$ cat src/rtl/seq_pattern_detect_multi_pkg.sv
// Shared helpers for the programmable serial pattern detector: width
// derivations, result-code values and the pattern length mask.
package seq_pattern_detect_multi_pkg;

  localparam int unsigned MASK_W = 32;

  function automatic int unsigned iw_f(input int unsigned n_pat);
    return (n_pat <= 2) ? 1 : $clog2(n_pat);
  endfunction

  function automatic int unsigned lw_f(input int unsigned max_len);
    return $clog2(max_len + 1);
  endfunction

  function automatic int unsigned cw_f(input int unsigned n_pat);
    return $clog2(n_pat + 2);
  endfunction

  function automatic int unsigned code_run_f(input int unsigned n_pat);
    return n_pat;
  endfunction

  function automatic int unsigned code_none_f(input int unsigned n_pat);
    return n_pat + 1;
  endfunction

  // (1 << len) - 1, built bitwise so len == MASK_W cannot overflow
  function automatic logic [MASK_W-1:0] mask_f(input int unsigned len);
    logic [MASK_W-1:0] m;
    m = '0;
    for (int unsigned i = 0; i < MASK_W; i++) m[i] = (i < len);
    return m;
  endfunction

endpackage

$ cat src/rtl/seq_pattern_detect_multi_slot.sv
// One programmable pattern slot: pattern/length registers and a masked
// compare of the low len bits of the incoming history.
module seq_pattern_detect_multi_slot
  import seq_pattern_detect_multi_pkg::*;
#(
  parameter int unsigned MAX_LEN = 8
) (
  input  logic                        clk,
  input  logic                        rst,
  input  logic                        we,
  input  logic [MAX_LEN-1:0]          wr_pattern,
  input  logic [lw_f(MAX_LEN)-1:0]    wr_len,
  input  logic [MAX_LEN-1:0]          hist_n,
  input  logic [lw_f(MAX_LEN)-1:0]    fill_n,
  output logic                        hit_c
);

  localparam int unsigned LW = lw_f(MAX_LEN);

  logic [MAX_LEN-1:0] pat;
  logic [LW-1:0]      len;
  logic [LW-1:0]      len_clamped_c;
  logic [MAX_LEN-1:0] mask_c;

  assign len_clamped_c = (wr_len > LW'(MAX_LEN)) ? LW'(MAX_LEN) : wr_len;

  always_ff @(posedge clk or negedge rst) begin
    if (!rst) begin
      pat <= '0;
      len <= '0;
    end else if (we) begin
      pat <= wr_pattern;
      len <= len_clamped_c;
    end
  end

  // Compare uses the registered (old) contents, so a write never affects
  // a sample taken on the same edge.
  assign mask_c = MAX_LEN'(mask_f(32'(len)));
  assign hit_c  = (len != '0) && (fill_n >= len) &&
                  (((hist_n ^ pat) & mask_c) == '0);

endmodule

$ cat src/rtl/seq_pattern_detect_multi.sv
// Serial detector with N_PAT programmable patterns plus a run-of-ones detector.
// Optional per-slot hit counters are built when SEQ_HIT_COUNT_EN is defined.
module seq_pattern_detect_multi
  import seq_pattern_detect_multi_pkg::*;
#(
  parameter int unsigned N_PAT   = 4,
  parameter int unsigned MAX_LEN = 8,
  parameter int unsigned RUN_MIN = 3,
  parameter int unsigned CNT_W   = 16
) (
  input  logic                      clk,
  input  logic                      rst,
  input  logic                      signal,
  input  logic                      in_valid,
  input  logic                      overlap_en,
  input  logic                      cfg_we,
  input  logic [iw_f(N_PAT)-1:0]    cfg_idx,
  input  logic [MAX_LEN-1:0]        cfg_pattern,
  input  logic [lw_f(MAX_LEN)-1:0]  cfg_len,
  output logic [N_PAT-1:0]          match,
  output logic                      run_hit,
  output logic                      match_valid,
  output logic [cw_f(N_PAT)-1:0]    outlet,
  output logic                      led,
  input  logic [iw_f(N_PAT)-1:0]    cnt_idx,
  input  logic                      cnt_clr,
  output logic [CNT_W-1:0]          cnt_data
);

  localparam int unsigned IW = iw_f(N_PAT);
  localparam int unsigned LW = lw_f(MAX_LEN);
  localparam int unsigned CW = cw_f(N_PAT);
  localparam logic [CW-1:0] CODE_RUN  = CW'(code_run_f(N_PAT));
  localparam logic [CW-1:0] CODE_NONE = CW'(code_none_f(N_PAT));

  // Only MAX_LEN-1 bits are kept; the oldest bit falls off on the next shift.
  logic [MAX_LEN-2:0] hist;
  logic [LW-1:0]      fill;
  logic [LW-1:0]      run;

  logic [MAX_LEN-1:0] hist_n_c;
  logic [LW-1:0]      fill_n_c;
  logic [LW-1:0]      run_n_c;
  logic [N_PAT-1:0]   hits_c;
  logic               run_hit_n_c;
  logic [CW-1:0]      outlet_n_c;

  assign hist_n_c    = {hist, signal};
  assign fill_n_c    = (fill == LW'(MAX_LEN)) ? fill : fill + LW'(1);
  assign run_n_c     = signal ? ((run == LW'(MAX_LEN)) ? run : run + LW'(1)) : '0;
  assign run_hit_n_c = (run_n_c >= LW'(RUN_MIN));

  for (genvar g = 0; g < N_PAT; g++) begin : g_slot
    seq_pattern_detect_multi_slot #(
      .MAX_LEN (MAX_LEN)
    ) u_slot (
      .clk        (clk),
      .rst        (rst),
      .we         (cfg_we && (cfg_idx == IW'(g))),
      .wr_pattern (cfg_pattern),
      .wr_len     (cfg_len),
      .hist_n     (hist_n_c),
      .fill_n     (fill_n_c),
      .hit_c      (hits_c[g])
    );
  end

  // Lowest-index hit wins, then the run detector, then "no result".
  always_comb begin
    outlet_n_c = run_hit_n_c ? CODE_RUN : CODE_NONE;
    for (int i = int'(N_PAT) - 1; i >= 0; i--) begin
      if (hits_c[i]) outlet_n_c = CW'(i);
    end
  end

  always_ff @(posedge clk or negedge rst) begin
    if (!rst) begin
      hist        <= '0;
      fill        <= '0;
      run         <= '0;
      match       <= '0;
      run_hit     <= 1'b0;
      match_valid <= 1'b0;
      outlet      <= CODE_NONE;
      led         <= 1'b0;
    end else if (in_valid) begin
      hist <= hist_n_c[MAX_LEN-2:0];
      if (!overlap_en && (|hits_c)) begin
        fill <= '0;
        run  <= '0;
      end else begin
        fill <= fill_n_c;
        run  <= run_n_c;
      end
      match       <= hits_c;
      run_hit     <= run_hit_n_c;
      match_valid <= 1'b1;
      outlet      <= outlet_n_c;
      led         <= signal;
    end else begin
      match_valid <= 1'b0;
    end
  end

`ifdef SEQ_HIT_COUNT_EN
  logic [CNT_W-1:0] cnt [N_PAT];

  // Saturating per-slot hit counters; clear has priority over increment.
  always_ff @(posedge clk or negedge rst) begin
    if (!rst) begin
      for (int i = 0; i < int'(N_PAT); i++) cnt[i] <= '0;
    end else if (cnt_clr) begin
      for (int i = 0; i < int'(N_PAT); i++) cnt[i] <= '0;
    end else if (in_valid) begin
      for (int i = 0; i < int'(N_PAT); i++) begin
        if (hits_c[i] && (cnt[i] != '1)) cnt[i] <= cnt[i] + CNT_W'(1);
      end
    end
  end

  assign cnt_data = (32'(cnt_idx) < N_PAT) ? cnt[cnt_idx] : '0;
`else
  logic unused_cnt;
  assign unused_cnt = ^{cnt_idx, cnt_clr};
  assign cnt_data   = '0;
`endif

endmodule

$ cat config.mk
export PLATFORM = sky130hd
export DESIGN_NAME = seq_pattern_detect_multi
export DESIGN_NICKNAME = d
export VERILOG_FILES = /design/src/rtl/seq_pattern_detect_multi_pkg.sv /design/src/rtl/seq_pattern_detect_multi_slot.sv /design/src/rtl/seq_pattern_detect_multi.sv
export SDC_FILE = /design/constraint.sdc
export NUM_CORES = 1
export LEC_CHECK = 0
export ABC_AREA = 1
export BUFFER_PORTS_ARGS = -buffer_cell sky130_fd_sc_hd__buf_2
export CORE_MARGIN = 1.5
export CORE_UTILIZATION = 53
export DETAILED_ROUTE_END_ITERATION = 10
export PLACE_DENSITY = 0.76
export SLEW_MARGIN = 10
export SYNTH_ARGS = -nofsm -noshare
export SYNTH_HDL_FRONTEND = slang
export SYNTH_SLANG_ARGS = --single-unit
export TNS_END_PERCENT = 50
$ cat constraint.sdc
create_clock -name clk -period 2 [get_ports clk]
set_input_delay 0.1 -clock clk [delete_from_list [all_inputs] [get_ports clk]]
set_output_delay 0.1 -clock clk [all_outputs]
set_load 0.005 [all_outputs]
## Word-level counts from Yosys, hierarchy flattened

Index checks and enable logic that the tools add are counted.

- Input bits: 23
- Word-level logic and storage cells: 105
- Register bits: 73

- $add $sub $neg: 2
- Bitwise logic cells: 8
- Multiplexer cells: 12
- Eq/ne operators: 5
- $lt $le $gt $ge: 38
- Reduce and logical (&&, ||, !) cells: 24

Operators with widths:

| kind | number |
|---|---|
| less-than comparator 3 x 4 -> 1 bit, first input constant | 16 |
| bitwise AND 8 bit | 4 |
| zero test 8 bit | 4 |
| less-than comparator 1 x 4 -> 1 bit, first input constant | 8 |
| less-than comparator 2 x 4 -> 1 bit, first input constant | 8 |
| XOR 8 bit | 4 |
| two-way mux 4 bit | 6 |
| >= comparator 4 bit | 4 |
| nonzero test 4 bit | 4 |
| logical AND 1 bit | 13 |
| two-way mux 3 bit | 4 |
| adder 4 x 1 -> 4 bit, second input constant | 2 |
| equality test 4 bit, second input constant | 2 |
| equality test 2 bit, second input constant | 2 |
| >= comparator 4 x 2 -> 1 bit, second input constant | 1 |
| > comparator 4 bit, second input constant | 1 |
| OR reduction 4 bit | 1 |
| equality test 2 x 1 -> 1 bit, second input constant | 1 |
| zero test 2 bit | 1 |
| two-way mux 1 bit | 2 |
| zero test 1 bit | 1 |

## Longest topological paths before layout

Gate-level depths: netlist of run 1.

- Word-level depth: 9
- Mapped depth: 18

## Modules after synthesis

A second synthesis of run 1 with hierarchy kept.

- Cells, all modules: 639
- Area, all modules: 4488.1 um^2

Modules (own cells, without submodules):

| module | cells each | area each (um^2) | instances | seq. area each (um^2) |
|---|---|---|---|---|
| seq_pattern_detect_multi_slot | 123 | 803.3 | 4 | 300.3 |
| seq_pattern_detect_multi | 147 | 1275.0 | 1 | 603.1 |

## Worst setup path after synthesis of run 1

No wires, ideal clock.

- Path kind: register to register
- From: reg fill[0]
- To: reg fill[0]
- Path slack: -167 ps
- Required time: 1934 ps
- Arrival time: 2101 ps
- Stages on the path, launching flop included: 18
- Buffers on the path: 0
- Cell sequence: dfrtp_1 inv_1 ha_1 nand2_1 nor2_1 xor2_1 ha_1 o21ai_0 nand2_1 nand2_1 nand2_1 nand2_1 nor2_2 nor2_1 nand2_2 nand2_4 nand2_1 nand2_1

- Cells in the longest elaborated chain, start to end: 8

Ends and longest elaborated chain:

| what | line | source |
|---|---|---|
| from (decl) | seq_pattern_detect_multi.sv:38 | `logic [LW-1:0] fill;` |
| from (signal assigned) | seq_pattern_detect_multi.sv:92 | `fill <= fill_n_c;` |
| adder 4 x 1 -> 4 bit / equality test 4 bit (equally long branches) | seq_pattern_detect_multi.sv:49 | `assign fill_n_c = (fill == LW'(MAX_LEN)) ? fill : fill + LW'(1);` |
| two-way mux 4 bit (*) | seq_pattern_detect_multi.sv:49 |  |
| >= comparator 4 bit | seq_pattern_detect_multi_slot.sv:40 | `assign hit_c = (len != '0) && (fill_n >= len) &&` |
| logical AND 1 bit (2 in series) | seq_pattern_detect_multi_slot.sv:40 |  |
| OR reduction 4 bit | seq_pattern_detect_multi.sv:88 | `if (!overlap_en && (\|hits_c)) begin` |
| logical AND 1 bit | seq_pattern_detect_multi.sv:88 |  |
| two-way mux 4 bit (*) | seq_pattern_detect_multi.sv:88 |  |

Mark *: on every way between the ends. The rest lies on a longest branch, timed or not.
A chain may end at the register's enable or synchronous reset.

## Worst setup path in the final report of run 1

Same ends and word-level chain as after synthesis.

==> out/metrics.sh, run 1 <==
RUN_STATUS='complete, but fails checks'
VIOLATIONS='negative setup slack'
POST-ROUTE-PERIOD-UTIL_PCT=116
VIA_COUNT_OF_THE_FIRST_GLOBAL_ROUTING_PASS=3742
FRACTION_OF_THE_YOSYS_AREA_TAKEN_BY_SEQUENTIAL_CELLS_PCT=41.5
NUMBER_OF_NETS_IN_THE_LAYOUT=712
SYNTHDOMINANTAREACELLTYPE='sky130_fd_sc_hd__dfrtp_1'
FINAL.SETUP.TNS_PS=-3380
CP.BUFFERS_INVERTERS=2
TIMING.HOLD.WORST_ENDPOINT='g_slot[3].u_slot.pat[3]$_DFFE_PN0P_'
LAYOUT_MIN_CYCLE_TIME_PS=2320
SYNTH_TOP_CELL_AREA_SHARE_PCT=40.3
GLOBAL_ROUTE_WIRE_LENGTH_BEFORE_REPAIR_MICRONS=17500
WORST-SETUP-PATH-TYPE='flop to flop'
DIE_Y_MICRONS=93.5
ROUTE.VIAS.TOTAL=3983
RR_STARTPOINT='fill[0]$_DFFE_PN0P_'
P_LEAK_uW=0.00271
TIMING.HOLD.WORST_PATH_DEPTH=3
GRT_MAX_DEGREE=73
REQUIRED_TIME_AT_THE_WORST_SLACK_ENDPOINT_PS=2300
PLACED_AREA_SQ_UM=4630
SWITCHING_POWER_uW=2230
INSERTION_DELAY_PS=360
DRT-INITIAL-DRC-COUNT=277
VIAS_PER_CELL=5.13
POST_SYNTH_NUM_CELL_TYPES=28
FLOORPLAN.IO_PINS=49
WIDTH_OF_THE_DIE_MICRONS=93.5
UNREPAIRED_SETUP_ENDPOINTS_AFTER_GLOBAL_ROUTING='true'
POST_SYNTH_INST_COUNT=623
ROUTE.ANTENNA.REMAINING_NETS=0
DRC=0
POST_ROUTE_CELLS_DRIVE_ABOVE_1_SHARE_PCT=13.1
YS.FLOP_TYPE='sky130_fd_sc_hd__dfrtp_1'
ROUTED_WIRELENGTH_MICRONS=10500
FLOORPLAN.CORE_AREA_SQ_UM=7850
CRITICAL_PATH.REG2REG.ENDPOINT='fill[0]$_DFFE_PN0P_'
CTS-ROOT-TO-SINK-BUFFERS=2
DP_HPWL_MICRONS=7760
SHARE_SEQ_OF_TOTAL_POWER_PCT=35.4
CPLARGESTDELAYFAMILY='simple AND/OR/NAND/NOR gates'
CELL_SEEN_MOST_OFTEN_AMONG_CRITICAL_PATH_STAGES='sky130_fd_sc_hd__nand2_1'
SYNTH.CELL_AREA_SQ_UM=4350
CTS_MAX_LEVEL=3
REG2REGPATHDEPTH=18
CLOCK.FMAX_GHz=0.431
DRV_CAP=0
FINAL.SETUP.WORST_SLACK_PS=-323
FP.DIEAREA_SQ_UM=8750
SLACK_OF_THE_WORST_REG_TO_REG_PATH_PS=-320
FINALCLOCKSKEW_PS=8.26
POST-ROUTE-CELL-AREA_SQ_UM=4980
SYNTHTOPCELLSBYAREA='sky130_fd_sc_hd__dfrtp_1, sky130_fd_sc_hd__nand2_1, sky130_fd_sc_hd__inv_1'
CPMAXSTAGEDELAYCELL='sky130_fd_sc_hd__dfrtp_1'
TRITONCTS_NUM_SINKS=72
ROUTEDWLPERCELL_MICRONS=13.5
CELL_BREAKDOWN_OF_THE_CRITICAL_PATH='inv_1, ha_2, nand2_2, nor2_4, xor2_4, ha_1, inv_1, nand2_1, nand2_1, nand2_1, nand3_2, nand3_2, nor2_2, nor2_2, nand2_2, nand2_4, nand2_1, nand2_1'
DRV_SLEW=0
INSERTEDDIODECOUNT=0
COMB_POWER_SHARE_PCT=41.1
SLOWEST_DELAY_PS=420
CLK_ROOT_BUFFER_CELL='sky130_fd_sc_hd__clkbuf_8'
DETAIL_ROUTE.FIRST_PASS.ITERATIONS=7
GLOBALROUTEOVERFLOWTOTAL=0
TIMING.CRITICAL_PATH.FANOUT_MAX=8
TIMING.HOLD.WORST.START='cfg_pattern[3]'
AREA_GROWTH_PCT=14.6
CP.ARRIVAL_PS=2620
CP-START-KIND='flop'
POWER_SWITCHING_SHARE_PCT=39.8
FINALHOLDVIOLCOUNT=0
SYNTHARSTFLOPSHARE_PCT=100
POWER_DENSITY_nW_PER_UM2=1130
STD_CELL_ROWS=32
TRITONCTS_CLOCK_TREE='done'
GR-USAGE-ALL-LAYERS_PCT=26.2
CLKTRANSATPATHREGS_PS=80
SYNTH-WARNING-COUNT=0
GRT_ANTENNA_BEFORE_REPAIR=0
POWER.INTERNAL_uW=3370
NUMCTSBUFFERS=9
WEIGHTED_CONGESTION_AT_THE_END_OF_ROUTABILITY_DRIVEN_GLOBAL_PLACEMENT=1.02
FLIP_FLOP_AND_LATCH_COUNT_AFTER_SYNTHESIS=72
SYNTH_AREA_PER_CELL_SQ_UM=6.97
NUMBER_OF_FLOPS_MAPPED_TO_ENABLE_CELLS_BY_YOSYS=0
PLACEMENT.IO_BUFFERS=29
POWER.CLOCK.FRACTION_PCT=23.5
CRIT_PATH_END_KIND='flop'
VDD_IR_DROP_MAX_uV=459
TIMING.HOLD.WORST.CLASS='primary input to flop'
SETUP_FAILING_EPS_FINAL=15
INITIAL_STANDARD_CELL_UTILIZATION_OF_THE_CORE_PCT=55.4
CRITPATHLAUNCH='fill[0]$_DFFE_PN0P_'
[how the worst max path moves through the flow]
| stage | endpoint | slack (ps) | cells past startpoint |
|---|---|---|---|
| 2_1_floorplan | fill[0]$_DFFE_PN0P_ | -80 | 17 |
| 5_1_grt | fill[0]$_DFFE_PN0P_ | -460 | 18 |
| 6_report | fill[0]$_DFFE_PN0P_ | -320 | 18 |
| 3_3_place_gp | fill[0]$_DFFE_PN0P_ | -210 | 17 |
| 4_1_cts | fill[0]$_DFFE_PN0P_ | -280 | 17 |
| 3_5_place_dp | fill[3]$_DFFE_PN0P_ | -330 | 18 |
[state kept, by name, summed over array words and instances (netlist names)]
name               flops
hist                   7
fill                   4
match                  4
outlet                 3
match_valid            1
g_slot.u_slot.pat     32
run_hit                1
g_slot.u_slot.len     16
run                    4
[final cells by class]
cell class / count / area, sq um
Clock buffer: 9 / 124
Clock inverter: 7 / 103
Fill cell: 703 / 2870
Inverter: 91 / 342
Multi-Input combinational cell: 446 / 2150
Sequential cell: 72 / 1800
Tap cell: 102 / 128
Timing Repair Buffer: 49 / 325
[what timing repair did]
item | in CTS | in global routing
pin swaps | 7 | 4
buffers inserted | 0 | 1
endpoints found under the setup margin | 15 | 15
resized for setup | 3 | 5
hold endpoints to repair | 83 | 0
hold buffers | 7 | 0
[power groups by stage]
stage / combinational, uW / clock (uW) / sequential [uW]
final: 2300 / 1320 / 1980
after global routing: 2640 / 1400 / 2020
after CTS: 2230 / 1330 / 1980
after detailed placement: 2150 / 0 / 2000
after global placement: 2050 / 0 / 1980
after floorplan: 1560 / 0 / 1960
[routing by layer]
metal / up-vias / GRT usage (%) / share of wire [%] / routed length, microns
met5: - / 0 / 0 / 0
met1: 1856 / 33.4 / 44 / 4650
met3: 26 / 5.61 / 6.2 / 650
met2: 136 / 42.6 / 46 / 4860
met4: 0 / 11.6 / 3.1 / 330
li1: 1965 / - / - / -
[cell usage after synthesis, types with 2 or more instances]
library cell and n:
sky130_fd_sc_hd__xnor2_1 3, sky130_fd_sc_hd__o21ai_0 60, sky130_fd_sc_hd__ha_1 20, sky130_fd_sc_hd__clkbuf_1 8
sky130_fd_sc_hd__nor3_1 2, sky130_fd_sc_hd__nand2_1 253, sky130_fd_sc_hd__nor3_2 2, sky130_fd_sc_hd__inv_2 5
sky130_fd_sc_hd__a21oi_1 5, sky130_fd_sc_hd__xor2_1 6, sky130_fd_sc_hd__buf_2 4, sky130_fd_sc_hd__nor2_1 32
sky130_fd_sc_hd__nor2_2 5, sky130_fd_sc_hd__dfstp_2 2, sky130_fd_sc_hd__nand3_1 33, sky130_fd_sc_hd__buf_4 17
sky130_fd_sc_hd__o21ai_1 2, sky130_fd_sc_hd__dfrtp_1 70, sky130_fd_sc_hd__inv_1 85
[cells by family after synthesis]
kind of cell / share of synthesized area (%)
and+or+nand+nor: 30.8
DFF: 41.5
AOI/OAI and AO/OA: 8.06
xor gates and xnor gates: 1.81
adders and majority gates: 5.76
other: 0.0863
buffers and inverters: 11.9
[cells in the final DEF, fill, tap and decap left out, drive strengths merged]
cell,instances
nand2,255
inv,92
dfrtp,70
o21ai,62
buf,42
nor2,38
nand3,33
ha,20
conb,16
clkbuf,9
dlygate4sd3,7
xor2,6
a21oi,5
nor3,4
xnor2,3
clkinv,3
bufinv,2
dfstp,2
o21a,1
nand3b,1
nand4,1
o21bai,1
clkinvlp,1
[worst reg2reg max path: stages, from the launching register on]
cell and delay [ps]:
sky130_fd_sc_hd__dfrtp_1 420, sky130_fd_sc_hd__inv_1 80, sky130_fd_sc_hd__ha_2 170, sky130_fd_sc_hd__nand2_2 70, sky130_fd_sc_hd__nor2_4 170, sky130_fd_sc_hd__xor2_4 260, sky130_fd_sc_hd__ha_1 190, sky130_fd_sc_hd__inv_1 40
sky130_fd_sc_hd__nand2_1 50, sky130_fd_sc_hd__nand2_1 50, sky130_fd_sc_hd__nand2_1 70, sky130_fd_sc_hd__nand3_2 100, sky130_fd_sc_hd__nand3_2 100, sky130_fd_sc_hd__nor2_2 50, sky130_fd_sc_hd__nor2_2 120, sky130_fd_sc_hd__nand2_2 80
sky130_fd_sc_hd__nand2_4 120, sky130_fd_sc_hd__nand2_1 70, sky130_fd_sc_hd__nand2_1 70
[per-stage QoR]
step | hold WS (ps) | setup slack [ps] | total power [uW] | cells | utilization, %
floorplan | -196 | -78.6 | 3520 | 638 | -
global placement | 155 | -206 | 4030 | 752 | 59.0
finish | 9.67 | -323 | 5600 | 776 | 63.4
global route | 10.1 | -456 | 6060 | 776 | 63.4
CTS | 0.401 | -280 | 5540 | 775 | 63.0
detailed placement | 158 | -329 | 4150 | 752 | 59.0
Power figures use the tool's default switching activity.
==> run 2: changes to the inputs <==
CORE_UTILIZATION = 61   (was 53)
HOLD_SLACK_MARGIN = 0.12   (was default)
PLACE_DENSITY = 0.83   (was 0.76)
clock period = 2.7 ns   (was 2 ns; I/O delays follow)
==> run 2 against run 1 <==
  * The flow now finishes without violations
  * Register-to-register slack better by 530 ps
  * Clock power shrank 29%
  * Design area shrank 2.2%
  * Non-clock buffer count down 4
  * First-iteration DRC count is 27% higher
  * Clock skew hardly changed
  * Fmax shrank 6.9%
  * Clock-buffer cell count up 4
  * Highest routed layer unchanged
==> out/metrics.sh, run 2 (synthesis results as in run 1) <==
GR-USAGE-ALL-LAYERS_PCT=30.6
LARGEST_REG_FLOPS=32
VIAS_PER_CELL=5.25
FLOORPLAN.CORE_AREA_SQ_UM=6830
ROUTEDWLPERCELL_MICRONS=13.6
MAX-SLEW-MARGIN-REL_PCT=40.9
CLOCK.FMAX_GHz=0.401
NUMCTSBUFFERS=9
DETAIL_ROUTE.FIRST_PASS.ITERATIONS=5
CRIT_PATH_END_KIND='flop'
VIA_COUNT_OF_THE_FIRST_GLOBAL_ROUTING_PASS=3803
DIE_Y_MICRONS=87.4
ROUTE.VIAS.TOTAL=4019
POST-ROUTE-PERIOD-UTIL_PCT=92.4
CTS_MAX_LEVEL=3
POWER_DENSITY_nW_PER_UM2=821
FINALHOLDVIOLCOUNT=0
DP_HPWL_MICRONS=7680
P_LEAK_uW=0.00267
CP.ARRIVAL_PS=2790
DRV_SLEW=0
INITIAL_STANDARD_CELL_UTILIZATION_OF_THE_CORE_PCT=63.6
ROUTE.ANTENNA.REMAINING_NETS=0
VDD_IR_DROP_MAX_uV=377
GRT_MAX_DEGREE=73
CPMAXSTAGEDELAYCELL='sky130_fd_sc_hd__dfrtp_2'
RUN_STATUS='complete, no violations'
TOP_REGISTER='g_slot.u_slot.pat'
PRECTSSETUPSLACK_PS=50.2
FLOORPLAN.IO_PINS=49
WORST-SLEW-PIN-TRANSITION_PS=887
REQUIRED_TIME_AT_THE_WORST_SLACK_ENDPOINT_PS=3000
STD_CELL_ROWS=30
NUMBER_OF_NETS_IN_THE_LAYOUT=708
CELL_SEEN_MOST_OFTEN_AMONG_CRITICAL_PATH_STAGES='sky130_fd_sc_hd__nand2_1'
REG_TOP3='g_slot.u_slot.pat (32), g_slot.u_slot.len (16), hist (7)'
DRV_CAP=0
FINAL.SETUP.WORST_SLACK_PS=205
SLACK_OF_THE_WORST_REG_TO_REG_PATH_PS=200
GRT_ANTENNA_BEFORE_REPAIR=0
TIMING.HOLD.WORST.CLASS='primary input to flop'
CELL_BREAKDOWN_OF_THE_CRITICAL_PATH='inv_1, ha_1, nand2_1, nor2_1, xor2_2, ha_1, o21ai_0, nand2_1, nand2_1, nand2_1, nand2_1, nor2_2, nor2_1, nand2_2, nand2_4, nand2_1, nand2_1'
UNREPAIRED_SETUP_ENDPOINTS_AFTER_GLOBAL_ROUTING='false'
PLACED_AREA_SQ_UM=4540
DRT-INITIAL-DRC-COUNT=352
POST_ROUTE_CELLS_DRIVE_ABOVE_1_SHARE_PCT=10.3
INSERTEDDIODECOUNT=0
FP.DIEAREA_SQ_UM=7640
PLACEMENT.IO_BUFFERS=29
TRITONCTS_CLOCK_TREE='done'
GLOBALROUTEOVERFLOWTOTAL=0
WEIGHTED_CONGESTION_AT_THE_END_OF_ROUTABILITY_DRIVEN_GLOBAL_PLACEMENT=0.919
INSERTION_DELAY_PS=350
LAYOUT_MIN_CYCLE_TIME_PS=2500
SLOWEST_DELAY_PS=450
TIMING.CRITICAL_PATH.FANOUT_MAX=8
LAYOUT.CELLS.MOST_COMMON='sky130_fd_sc_hd__nand2_1'
POST-ROUTE-CELL-AREA_SQ_UM=4870
SETUP_FAILING_EPS_FINAL=0
CLK_ROOT_BUFFER_CELL='sky130_fd_sc_hd__clkbuf_8'
GLOBAL_ROUTE_WIRE_LENGTH_BEFORE_REPAIR_MICRONS=17600
DRC=0
FINAL.SETUP.TNS_PS=0
CP-START-KIND='flop'
TRITONCTS_NUM_SINKS=72
FINALCLOCKSKEW_PS=8.64
LAYOUT_COMMON_CELLS='sky130_fd_sc_hd__nand2_1, sky130_fd_sc_hd__inv_1, sky130_fd_sc_hd__dfrtp_1'
CTS-ROOT-TO-SINK-BUFFERS=2
WIDTH_OF_THE_DIE_MICRONS=87.4
ROUTED_WIRELENGTH_MICRONS=10500
CLKTRANSATPATHREGS_PS=80
WORST-SETUP-PATH-TYPE='flop to flop'
AREA_GROWTH_PCT=12.0
run 2: changes by cell type in the layout (fill, tap and decap cells not counted), moves of 2 or more:
cell	delta
sky130_fd_sc_hd__nand3_2	-2
sky130_fd_sc_hd__clkinv_4	-2
sky130_fd_sc_hd__dlygate4sd3_1	+3
sky130_fd_sc_hd__nand3_1	+2
sky130_fd_sc_hd__nor2_2	-3
sky130_fd_sc_hd__buf_4	-6
sky130_fd_sc_hd__nor2_1	+4
sky130_fd_sc_hd__inv_6	-2
sky130_fd_sc_hd__clkbuf_1	+3
sky130_fd_sc_hd__ha_1	+2
run 2: layer usage:
layer | track usage, % | up-vias | part of all wire (%)
met4 | 16.7 | 0 | 4.4
met3 | 5.40 | 38 | 5.9
li1 | - | 1960 | -
met2 | 49.5 | 145 | 47
met1 | 38.8 | 1876 | 43
met5 | 0 | - | 0
run 2: worst max-delay path, delay by kind of cell (launching register included):
| family | cells | cell delay [ps] |
|---|---|---|
| AO/OA/AOI/OAI | 1 | 180 |
| XOR/XNOR | 1 | 270 |
| adder cells (fa/ha/maj) | 2 | 430 |
| buffers and inverters | 1 | 80 |
| flip-flops | 1 | 450 |
| AND/OR/NAND/NOR | 12 | 1010 |
run 2: report_power, final:
part / total [uW] / switching [uW] / internal (uW) / leakage [uW]
Combinational: 1580 / 985 / 600 / 0.00166
Sequential: 1470 / 179 / 1290 / 0.000904
Clock: 941 / 395 / 546 / 0.000108
Total: 4000 / 1560 / 2440 / 0.00267
run 2: final cells by class:
class	instances	area, sq um
Clock buffer	13	149
Tap cell	96	120
Timing Repair Buffer	45	290
Sequential cell	72	1810
Inverter	91	342
Clock inverter	3	65.1
Multi-Input combinational cell	446	2100
Fill cell	586	1960
run 2: repair_timing:
item | CTS | global route
setup buffers | 0 | 0
resized for setup | 0 | 3
hold buffers | 10 | 0
hold endpoints to repair | 100 | 0
endpoints found under the setup margin | 0 | 11
run 2: worst paths after layout:
kind	end	from	depth (start not counted)
min	g_slot[0].u_slot.pat[6]$_DFFE_PN0P_	cfg_idx[1]	4
min reg2reg	match[2]$_DFFE_PN0P_	match[2]$_DFFE_PN0P_	2
min in group asynchronous	hist[2]$_DFFE_PN0P_	rst	3
max reg2reg	fill[2]$_DFFE_PN0P_	fill[0]$_DFFE_PN0P_	17
max	fill[2]$_DFFE_PN0P_	fill[0]$_DFFE_PN0P_	17
max in group asynchronous	fill[0]$_DFFE_PN0P_	rst	3
run 2: per-stage QoR:
step                      hold WS (ps)  utilization [%]  std cells  total power (uW)
final                              127             71.2        766              4000
after global routing               132             71.2        766              4330
after CTS                          127             71.1        766              3980
after detailed placement           388             66.5        740              3030
after global placement             373             66.5        740              2920
after floorplan                   -161                -        638              2580
==> run 3: changes to the inputs <==
BUFFER_PORTS_ARGS = default   (was -buffer_cell sky130_fd_sc_hd__buf_2)
DONT_BUFFER_PORTS = 1   (was default)
PLACE_DENSITY = 0.77   (was 0.83)
==> run 3 against run 2 <==
  * Cell count shrank 2.5%
  * First-iteration DRC count shrank 23%
  * Design area shrank 1.0%
  * Critical path type unchanged
  * Sequential power is essentially flat
  * Die area is the same
  * Total power shrank 3.6%
  * Flip-flop and latch count is the same
  * Combinational power shrank 5%
  * Worst hold slack lost 2.8 ps
  * Routed wire length shrank 2.2%
  * Utilization shrank 0.73 points
  * Fmax shrank 0.77%
==> out/metrics.sh, run 3 (synthesis results as in run 1) <==
RUN_STATUS='complete, no violations'
DRT-INITIAL-DRC-COUNT=271
LAYOUT_COMMON_CELLS='sky130_fd_sc_hd__nand2_1, sky130_fd_sc_hd__inv_1, sky130_fd_sc_hd__dfrtp_1'
TRITONCTS_NUM_SINKS=72
ROUTEDWLPERCELL_MICRONS=13.7
CPMAXSTAGEDELAYCELL='sky130_fd_sc_hd__o21ai_0'
PLACEMENT.IO_BUFFERS=0
N_FILL_CELL=610
WORST-SETUP-PATH-TYPE='flop to flop'
CELL_BREAKDOWN_OF_THE_CRITICAL_PATH='ha_1, o21ai_0, ha_1, nand2_1, inv_1, nand3_1, nand3_1, nand3_1, nor2_1, nor2_1, nand2_2, nand2_4, nand2_1, nand2_1'
REQUIRED_TIME_AT_THE_WORST_SLACK_ENDPOINT_PS=3000
NUMBER_OF_NETS_IN_THE_LAYOUT=689
SLOWEST_DELAY_PS=560
LAYOUT.CELLS.MOST_COMMON='sky130_fd_sc_hd__nand2_1'
DETAIL_ROUTE.FIRST_PASS.ITERATIONS=5
ROUTED_WIRELENGTH_MICRONS=10200
NUMCTSBUFFERS=9
LARGEST_REG_FLOPS=32
GLOBAL_ROUTE_WIRE_LENGTH_BEFORE_REPAIR_MICRONS=17000
CTS_MAX_LEVEL=3
GR-USAGE-ALL-LAYERS_PCT=29.9
WIDTH_OF_THE_DIE_MICRONS=87.4
LAYOUT_MIN_CYCLE_TIME_PS=2510
POST_CTS.REPAIR.SETUP_BUFFERS=0
SETUP_FAILING_EPS_FINAL=0
CLK_ROOT_BUFFER_CELL='sky130_fd_sc_hd__clkbuf_8'
POST-ROUTE-PERIOD-UTIL_PCT=93.1
UNREPAIRED_SETUP_ENDPOINTS_AFTER_GLOBAL_ROUTING='false'
INSERTEDDIODECOUNT=0
STD_CELL_ROWS=30
P_LEAK_uW=0.00259
TRITONCTS_CLOCK_TREE='done'
POWER.CLOCK.FRACTION_PCT=22.7
ROUTE.VIAS.TOTAL=3822
CLOCK.FMAX_GHz=0.398
PLACED_AREA_SQ_UM=4390
TOP_REGISTER='g_slot.u_slot.pat'
FLOORPLAN.IO_PINS=49
REG_TOP3='g_slot.u_slot.pat (32), g_slot.u_slot.len (16), hist (7)'
CRIT_PATH_END_KIND='flop'
CLKTRANSATPATHREGS_PS=70
INITIAL_STANDARD_CELL_UTILIZATION_OF_THE_CORE_PCT=63.6
INSERTION_DELAY_PS=370
MAX-SLEW-MARGIN-REL_PCT=50.4
DRV_CAP=0
WORST-SLEW-PIN-TRANSITION_PS=740
FINALCLOCKSKEW_PS=10.6
SWITCHING_POWER_uW=1540
VIA_COUNT_OF_THE_FIRST_GLOBAL_ROUTING_PASS=3610
DP_HPWL_MICRONS=7310
FP.DIEAREA_SQ_UM=7640
GLOBALROUTEOVERFLOWTOTAL=0
CP-START-KIND='flop'
AREA_GROWTH_PCT=10.9
CP.ARRIVAL_PS=2820
POST-ROUTE-CELL-AREA_SQ_UM=4820
POWER.INTERNAL_uW=2320
DRV_SLEW=0
POST_ROUTE_CELLS_DRIVE_ABOVE_1_SHARE_PCT=6.14
FINALHOLDVIOLCOUNT=0
CTS-ROOT-TO-SINK-BUFFERS=2
FLOORPLAN.CORE_AREA_SQ_UM=6830
GRT_ANTENNA_BEFORE_REPAIR=0
COMB_POWER_SHARE_PCT=39.0
VDD_IR_DROP_MAX_uV=412
VIAS_PER_CELL=5.12
DRC=0
ROUTE.ANTENNA.REMAINING_NETS=0
SHARE_SEQ_OF_TOTAL_POWER_PCT=38.3
TIMING.HOLD.WORST.CLASS='primary input to flop'
POWER_SWITCHING_SHARE_PCT=39.9
WEIGHTED_CONGESTION_AT_THE_END_OF_ROUTABILITY_DRIVEN_GLOBAL_PLACEMENT=0.922
GRT_MAX_DEGREE=73
POWER_DENSITY_nW_PER_UM2=800
TIMING.CRITICAL_PATH.FANOUT_MAX=8
FINAL.SETUP.TNS_PS=0
DIE_Y_MICRONS=87.4
==> run 3: path summary, 6_finish.rpt <==
| check | startpoint | to | slack (ps) | cells after the start |
|---|---|---|---|---|
| min | signal | run_hit$_DFFE_PN0P_ | 120 | 4 |
| min reg2reg | outlet[0]$_DFFE_PN1P_ | outlet[0]$_DFFE_PN1P_ | 480 | 2 |
| min in group asynchronous | rst | match_valid$_DFF_PN0_ | 330 | 2 |
| max reg2reg | fill[0]$_DFFE_PN0P_ | run[0]$_DFFE_PN0P_ | 190 | 14 |
| max in group asynchronous | rst | outlet[0]$_DFFE_PN1P_ | 2050 | 2 |
| max | fill[0]$_DFFE_PN0P_ | run[0]$_DFFE_PN0P_ | 190 | 14 |
==> run 3: layout make-up <==
| cell class | instances | area (sq um) | area share (%) |
|---|---|---|---|
| Multi-Input combinational cell | 446 | 2090 | 43.4 |
| Sequential cell | 72 | 1800 | 37.5 |
| Inverter | 91 | 342 | 7.09 |
| Timing Repair Buffer | 26 | 265 | 5.51 |
| Clock buffer | 11 | 141 | 2.94 |
| Tap cell | 96 | 120 | 2.49 |
| Clock inverter | 5 | 56.3 | 1.17 |
==> run 3: critical path: cells and delay by family (launching register included) <==
family,cells,cell delay (ps)
AND/OR/NAND/NOR,10,830
AO/OA/AOI/OAI,1,560
buffers and inverters,1,60
adder cells (fa/ha/maj),2,580
flip-flops,1,430
==> run 3: power by group through the flow <==
stage	clock, uW	combinational (uW)	sequential (uW)
after detailed placement	0	1420	1500
after global placement	0	1350	1480
after floorplan	0	1130	1450
after global routing	933	1740	1500
after CTS	883	1490	1470
final	874	1500	1480
==> run 3: repair_timing <==
item / CTS / global route
hold endpoints to repair: 138 / 0
hold buffers: 21 / 0
resized for setup: 0 / 0
==> run 3: layer usage <==
metal	wire length, microns	global-route usage, %	share of wire, %
met1	4590	39.4	45
met2	4820	48.7	47
met3	536	5.88	5.2
met4	285	11.4	2.8
met5	0	0	0
==> run 3: stage by stage <==
stage	cells	hold slack, ps	setup WS, ps	utilization (%)	total power, uW
global placement	710	-159	258	64.3	2830
CTS	747	127	217	70.5	3850
finish	747	124	186	70.5	3850
floorplan	638	-161	533	-	2580
global route	747	150	0.140	70.5	4180
detailed placement	710	-159	233	64.3	2920
